## src/rtl/led_blink_sequencer.sv

```systemverilog
// LED blink sequencer: accepts one blink command at a time over valid/ready and
// plays it out on the 2-bit LED port as alternating ON/OFF phases.
`timescale 1ns / 1ps

module led_blink_sequencer #(
  parameter int unsigned CNT_W = 32,
  parameter int unsigned REP_W = 8
) (
  input  logic             clk,
  input  logic             rst,
  input  logic             cmd_valid,
  output logic             cmd_ready,
  input  logic [1:0]       cmd_mask,
  input  logic [CNT_W-1:0] cmd_on,
  input  logic [CNT_W-1:0] cmd_off,
  input  logic [REP_W-1:0] cmd_reps,
  input  logic             abort,
  output logic [1:0]       led,
  output logic             busy,
  output logic             done
);

  typedef enum logic [1:0] {
    StIdle,
    StOn,
    StOff
  } state_e;

  localparam logic [CNT_W-1:0] CntZero = '0;
  localparam logic [CNT_W-1:0] CntOne  = {{(CNT_W-1){1'b0}}, 1'b1};
  localparam logic [REP_W-1:0] RepZero = '0;
  localparam logic [REP_W-1:0] RepOne  = {{(REP_W-1){1'b0}}, 1'b1};

  state_e           state_q, state_d;
  logic [CNT_W-1:0] cnt_q, cnt_d;
  logic [1:0]       mask_q, mask_d;
  logic [CNT_W-1:0] on_q, on_d;
  logic [CNT_W-1:0] off_q, off_d;
  logic [REP_W-1:0] reps_q, reps_d;
  logic             done_q, done_d;
  logic             accept;

  assign cmd_ready = (state_q == StIdle) & ~abort;
  assign accept    = cmd_valid & cmd_ready;

  // Outputs decoded from the registered state; done is its own register.
  assign led  = (state_q == StOn) ? mask_q : 2'b00;
  assign busy = (state_q != StIdle);
  assign done = done_q;

  // Next-state logic: command capture, phase counting, repeat bookkeeping.
  always_comb begin
    state_d = state_q;
    cnt_d   = cnt_q;
    mask_d  = mask_q;
    on_d    = on_q;
    off_d   = off_q;
    reps_d  = reps_q;
    done_d  = 1'b0;

    unique case (state_q)
      StIdle: begin
        if (accept) begin
          mask_d  = cmd_mask;
          // Zero-length phases are stretched to one cycle so cnt never underflows.
          on_d    = (cmd_on == CntZero) ? CntOne : cmd_on;
          off_d   = (cmd_off == CntZero) ? CntOne : cmd_off;
          reps_d  = cmd_reps;
          cnt_d   = CntZero;
          state_d = StOn;
        end
      end

      StOn: begin
        if (abort) begin
          state_d = StIdle;
          cnt_d   = CntZero;
        end else if (cnt_q == on_q - CntOne) begin
          state_d = StOff;
          cnt_d   = CntZero;
        end else begin
          cnt_d = cnt_q + CntOne;
        end
      end

      StOff: begin
        if (abort) begin
          state_d = StIdle;
          cnt_d   = CntZero;
        end else if (cnt_q == off_q - CntOne) begin
          cnt_d = CntZero;
          if (reps_q == RepOne) begin
            state_d = StIdle;
            done_d  = 1'b1;
          end else begin
            state_d = StOn;
            // A repeat count of zero means run until aborted.
            if (reps_q != RepZero) begin
              reps_d = reps_q - RepOne;
            end
          end
        end else begin
          cnt_d = cnt_q + CntOne;
        end
      end

      default: begin
        state_d = StIdle;
        cnt_d   = CntZero;
      end
    endcase
  end

  // State and datapath registers with synchronous reset.
  always_ff @(posedge clk) begin
    if (rst) begin
      state_q <= StIdle;
      cnt_q   <= CntZero;
      mask_q  <= 2'b00;
      on_q    <= CntOne;
      off_q   <= CntOne;
      reps_q  <= RepZero;
      done_q  <= 1'b0;
    end else begin
      state_q <= state_d;
      cnt_q   <= cnt_d;
      mask_q  <= mask_d;
      on_q    <= on_d;
      off_q   <= off_d;
      reps_q  <= reps_d;
      done_q  <= done_d;
    end
  end

endmodule

```

## config.mk

```make
export PLATFORM = sky130hd
export DESIGN_NAME = led_blink_sequencer
export DESIGN_NICKNAME = d
export VERILOG_FILES = /design/src/rtl/led_blink_sequencer.sv
export SDC_FILE = /design/constraint.sdc
export NUM_CORES = 1
export LEC_CHECK = 0
export CAP_MARGIN = 15
export CORE_MARGIN = 2
export CORE_UTILIZATION = 45
export DETAILED_ROUTE_END_ITERATION = 12
export PLACE_DENSITY = 0.66
export SLEW_MARGIN = 20
export SYNTH_ARGS = -nofsm -noshare
export SYNTH_HDL_FRONTEND = slang
export SYNTH_SLANG_ARGS = --single-unit
```

## constraint.sdc

```tcl
create_clock -name clk -period 11.27 [get_ports clk]
set_input_delay 3.381 -clock clk [delete_from_list [all_inputs] [get_ports clk]]
set_output_delay 3.381 -clock clk [all_outputs]
set_load 0.005 [all_outputs]
```

==> metrics.md <==
| Metric | Value |
|---|---|
| Worst setup slack for register-to-register paths | approximately 6500 ps |
| Number of top-level pins | 83 |
| Arrival time at the worst endpoint | 4670 ps |
| Initial standard-cell utilization of the core | 0.4584 |
| IO buf count | 82 |
| Leftover overflow at the end of global routing | 0 |
| Number of cells on the critical path | 3 |
| Antenna fix cells | 0 |
| Number of nets with antenna violations after detailed routing | 0 |
| Biggest area contributors in the synthesized netlist | dfxtp_1, nand2_1, xnor2_1 |
| Cell type with the largest total area after synthesis | dfxtp_1 |
| Critical path's slowest cell | clkdlybuf4s50_1 |
| Count of unresolved DRC violations after routing | 0 |
| Share of the cycle needed by the critical path after routing | 0.7147 |
| TritonCTS clock tree | done |
| Worst slew pin tran | ~870 ps |
| Routed wire length per instance | ~16 um |
| Yosys top cell area share | 0.3007 |
| Die area | between 15000 and 20000 um2 |
| Critical path endpoint category | output pin |
| Cell family contributing the most delay on the critical path | buffers and inverters |
| Number of hold buffers added after CTS | 0 |
| Post-CTS setup buffer count | 0 |
| Total power per unit cell area | around 150 nW/um2 |
| Worst hold margin | around 450 ps |
| Slew Limit Fails | 0 |
| Total Negative Setup Slacks | 0 ps |
| Number of filler instances in the final layout | ~1500 |
| Kind of launch point of the worst setup path | input port |
| Total length of routed wires | 20.07 mm |
| DPL Wire Length | approximately 15 mm |
| Number of synthesis warnings | 0 |
| Fraction of layout cells with a size suffix above 1 | 0.04780 |
| Syn_nets | 1091 |
| Unique masters post-synth | 69 |
| Area of the mapped netlist | 7256 um2 |
| Average cell area after synthesis | just over 7 um2 |
| Cts bufs inserted | 9 |
| Endpoint of the most critical register-to-register path | cnt_q[15] |
| Number of max-cap violations | 0 |
| Buffering stage count on the worst path with inverters included | 2 |
| Post-layout minimum cycle time | just over 8000 ps |
| Routed vias/inst | 5.704 |
| Number of antenna violations at the first check in global routing | 0 |
| Row count | 46 |
| Critical R2R Launch | on_q[2] |
| F_max | 124.1 MHz |
| Post-cts repair resize count | 0 |
| Fraction of the yosys area taken by sequential cells | 0.3007 |
| Setup violations, final | 0 |
| Clock transition at the registers of the reported paths | 70 ps |
| Clock latency reported for the late side of the worst-skew pair | 370 ps |
| RSZ-0062 raised after global routing | false |
| End of the critical path | cmd_ready |
| Total number of nets in the final design | 1107 |
| Count of vias placed by the detailed router | 7079 |
| Primary flip-flop cell chosen by synthesis mapping | dfxtp_1 |
| Most used cell along the critical path | clkdlybuf4s50_1 |
| Start point of the worst min-delay path | mask_q[0] |
| Weighted congestion reported at the end of routability-driven placement | 0.9286 |
| FFs w/ async S/R, synth | 0 |
| Pin count of the biggest net entering global routing | 83 |
| Maximum cell stage delay along the critical path | between 500 and 600 ps |
| Die extent in x | approximately 130 um |
| Worst min-delay path category | flip-flop to flip-flop |
| Vias in the first global route | 6478 |
| Number of flops mapped to enable cells by yosys | 0 |
| IR drop worst, VDD | 0.0001164 V |
| Gate count after technology mapping | between 1000 and 1500 |
| Critical Setup Path Class | input port to output pin |
| Worst Skew | 12.04 ps |
| Cells on worst reg2reg path | 10 |
| CTS Root Buffer Type | clkbuf_16 |
| Number of H-tree levels | 3 |
| DRC violation total after the first TritonRoute iteration | 531 |
| Height of the die | 131.0 um |
| Core Area | 15830 um2 |
| Max Root-Sink Buffers | 2 |
| Growth of design area from synthesis to finish | 15.47% |
| First-pass DRT Iterations | 5 |
| Run status | completed |
| Leakage power | about 2.9 nW |
| GRT Overall Usage | 0.2391 |
| First-pass GRT wire length | 32.55 mm |
| Top fanout value on the critical path | 4 |
| # clock sinks | ~110 |
| Slew HR | 0.4230 |
| Final hold viol count | 0 |
| Crit-path cells | clkdlybuf4s50_1 > nor2_1 > clkdlybuf4s50_1 |
| Startpoint of the most critical setup path | abort |
| Number of storage elements in the synthesis netlist | roughly 110 |
| Critical Path RT | 7890 ps |
## per-stage QoR
stage | instance area, um2 | utilization | instances | setup WS, ps | power (mW)
6_report | 8378 | 0.5293 | 1241 | 3215 | 1.266
5_1_grt | 8378 | 0.5293 | 1241 | 3164 | 1.341
4_1_cts | 8377 | 0.5292 | 1241 | 3222 | 1.266
3_5_place_dp | 8043 | 0.5081 | 1225 | 3217 | 0.8997
3_3_place_gp | 8043 | 0.5081 | 1225 | 3253 | 0.8976
2_1_floorplan | 7256 | - | 1004 | 4364 | 0.7913
## state kept, by name (all words and copies together), names as in the netlist
register / cells
cnt_q: 32
done: 1
mask_q: 2
off_q: 32
on_q: 32
reps_q: 8
state_q: 2
## worst min path at each step
stage / endpoint / slack [ps] / cells after the start
CTS: mask_q[0] / 460 / 2
finish: mask_q[0] / 450 / 2
global route: mask_q[0] / 480 / 2
floorplan: mask_q[0] / 430 / 2
global placement: mask_q[0] / 440 / 2
detailed placement: mask_q[0] / 450 / 2
## cell usage after synthesis, types with 8 or more instances
cell type,number
ha_1,9
nand2b_1,8
a21oi_1,88
o311ai_0,12
dfxtp_1,109
or3_1,12
clkbuf_1,69
nand4_1,10
xnor2_1,62
nand2_1,200
nand3_1,47
or4_1,11
nor3_1,31
nor2_1,53
o31ai_1,8
o21ai_0,34
and3_1,16
inv_1,17
xor2_1,23
nor4_1,47
## where the power goes
part | internal, mW | switching [mW] | leakage [nW] | total [mW]
logic | 0.181 | 0.246 | 1.84 | 0.427
registers | 0.421 | 0.0507 | 0.886 | 0.471
clock network | 0.208 | 0.159 | 0.162 | 0.367
total | 0.809 | 0.456 | 2.89 | 1.27
## layout make-up
| cell class | instances | area [um2] | share of cell area |
|---|---|---|---|
| clock buffer | 11 | 252.7 | 0.03017 |
| clock inverter | 5 | 81.33 | 0.009707 |
| inverter | 17 | 63.81 | 0.007616 |
| multi-input combinational | 797 | 4682 | 0.5588 |
| sequential | 109 | 2182 | 0.2605 |
| tap | 216 | 270.3 | 0.03226 |
| timing repair buffer | 86 | 845.8 | 0.1010 |
## cell families (layout without fill, tap and decap cells)
| logic type | count (synthesis) | in the layout | share of synthesized area |
|---|---|---|---|
| adders and majority gates | 9 | 9 | 0.01552 |
| muxes | 7 | 7 | 0.01000 |
| DFF | 109 | 109 | 0.3007 |
| xor gates and xnor gates | 85 | 85 | 0.1026 |
| and+or+nand+nor | 489 | 489 | 0.3352 |
| AOI/OAI and AO/OA | 207 | 207 | 0.1804 |
| buffers and inverters | 98 | 119 | 0.05553 |
## worst reg2reg max path, delay by kind of cell (launching register included)
kind / cells / cell delay, ps
AOI/OAI and AO/OA: 2 / 930
muxes: 1 / 160
and+or+nand+nor: 7 / 3120
DFF: 1 / 390
## placed cells by master, fill, tap and decap left out, types with 5 or more instances in the layout
cell type / netlist / final
nor2b_1: 6 / 6
nor2_1: 53 / 52
xor2_1: 23 / 23
a211oi_1: 7 / 7
a21o_1: 5 / 5
clkdlybuf4s50_1: 0 / 81
nand4b_1: 5 / 5
dfxtp_1: 109 / 109
a21oi_1: 88 / 87
ha_1: 9 / 9
nor4_1: 47 / 47
or2_2: 6 / 6
and3_1: 16 / 16
or3_1: 12 / 12
or4_1: 11 / 11
a31oi_1: 6 / 6
xnor2_1: 62 / 62
a22o_1: 5 / 5
nand3_1: 47 / 47
nor3_1: 31 / 31
o21ai_0: 34 / 34
nand3b_1: 6 / 6
o31ai_1: 8 / 8
mux2i_1: 5 / 5
o311ai_0: 12 / 12
inv_1: 17 / 17
clkbuf_16: 0 / 9
o21ai_1: 6 / 6
nand4_1: 10 / 10
nand2_1: 200 / 199
nand2b_1: 8 / 8
## layer usage
layer	track usage	vias up	part of all wire
li1	-	3596	-
met1	0.3321	3279	0.47
met2	0.3865	179	0.46
met3	0.04479	25	0.057
met4	0.05444	0	0.011
met5	0	-	0
Power figures use the tool's default switching activity.
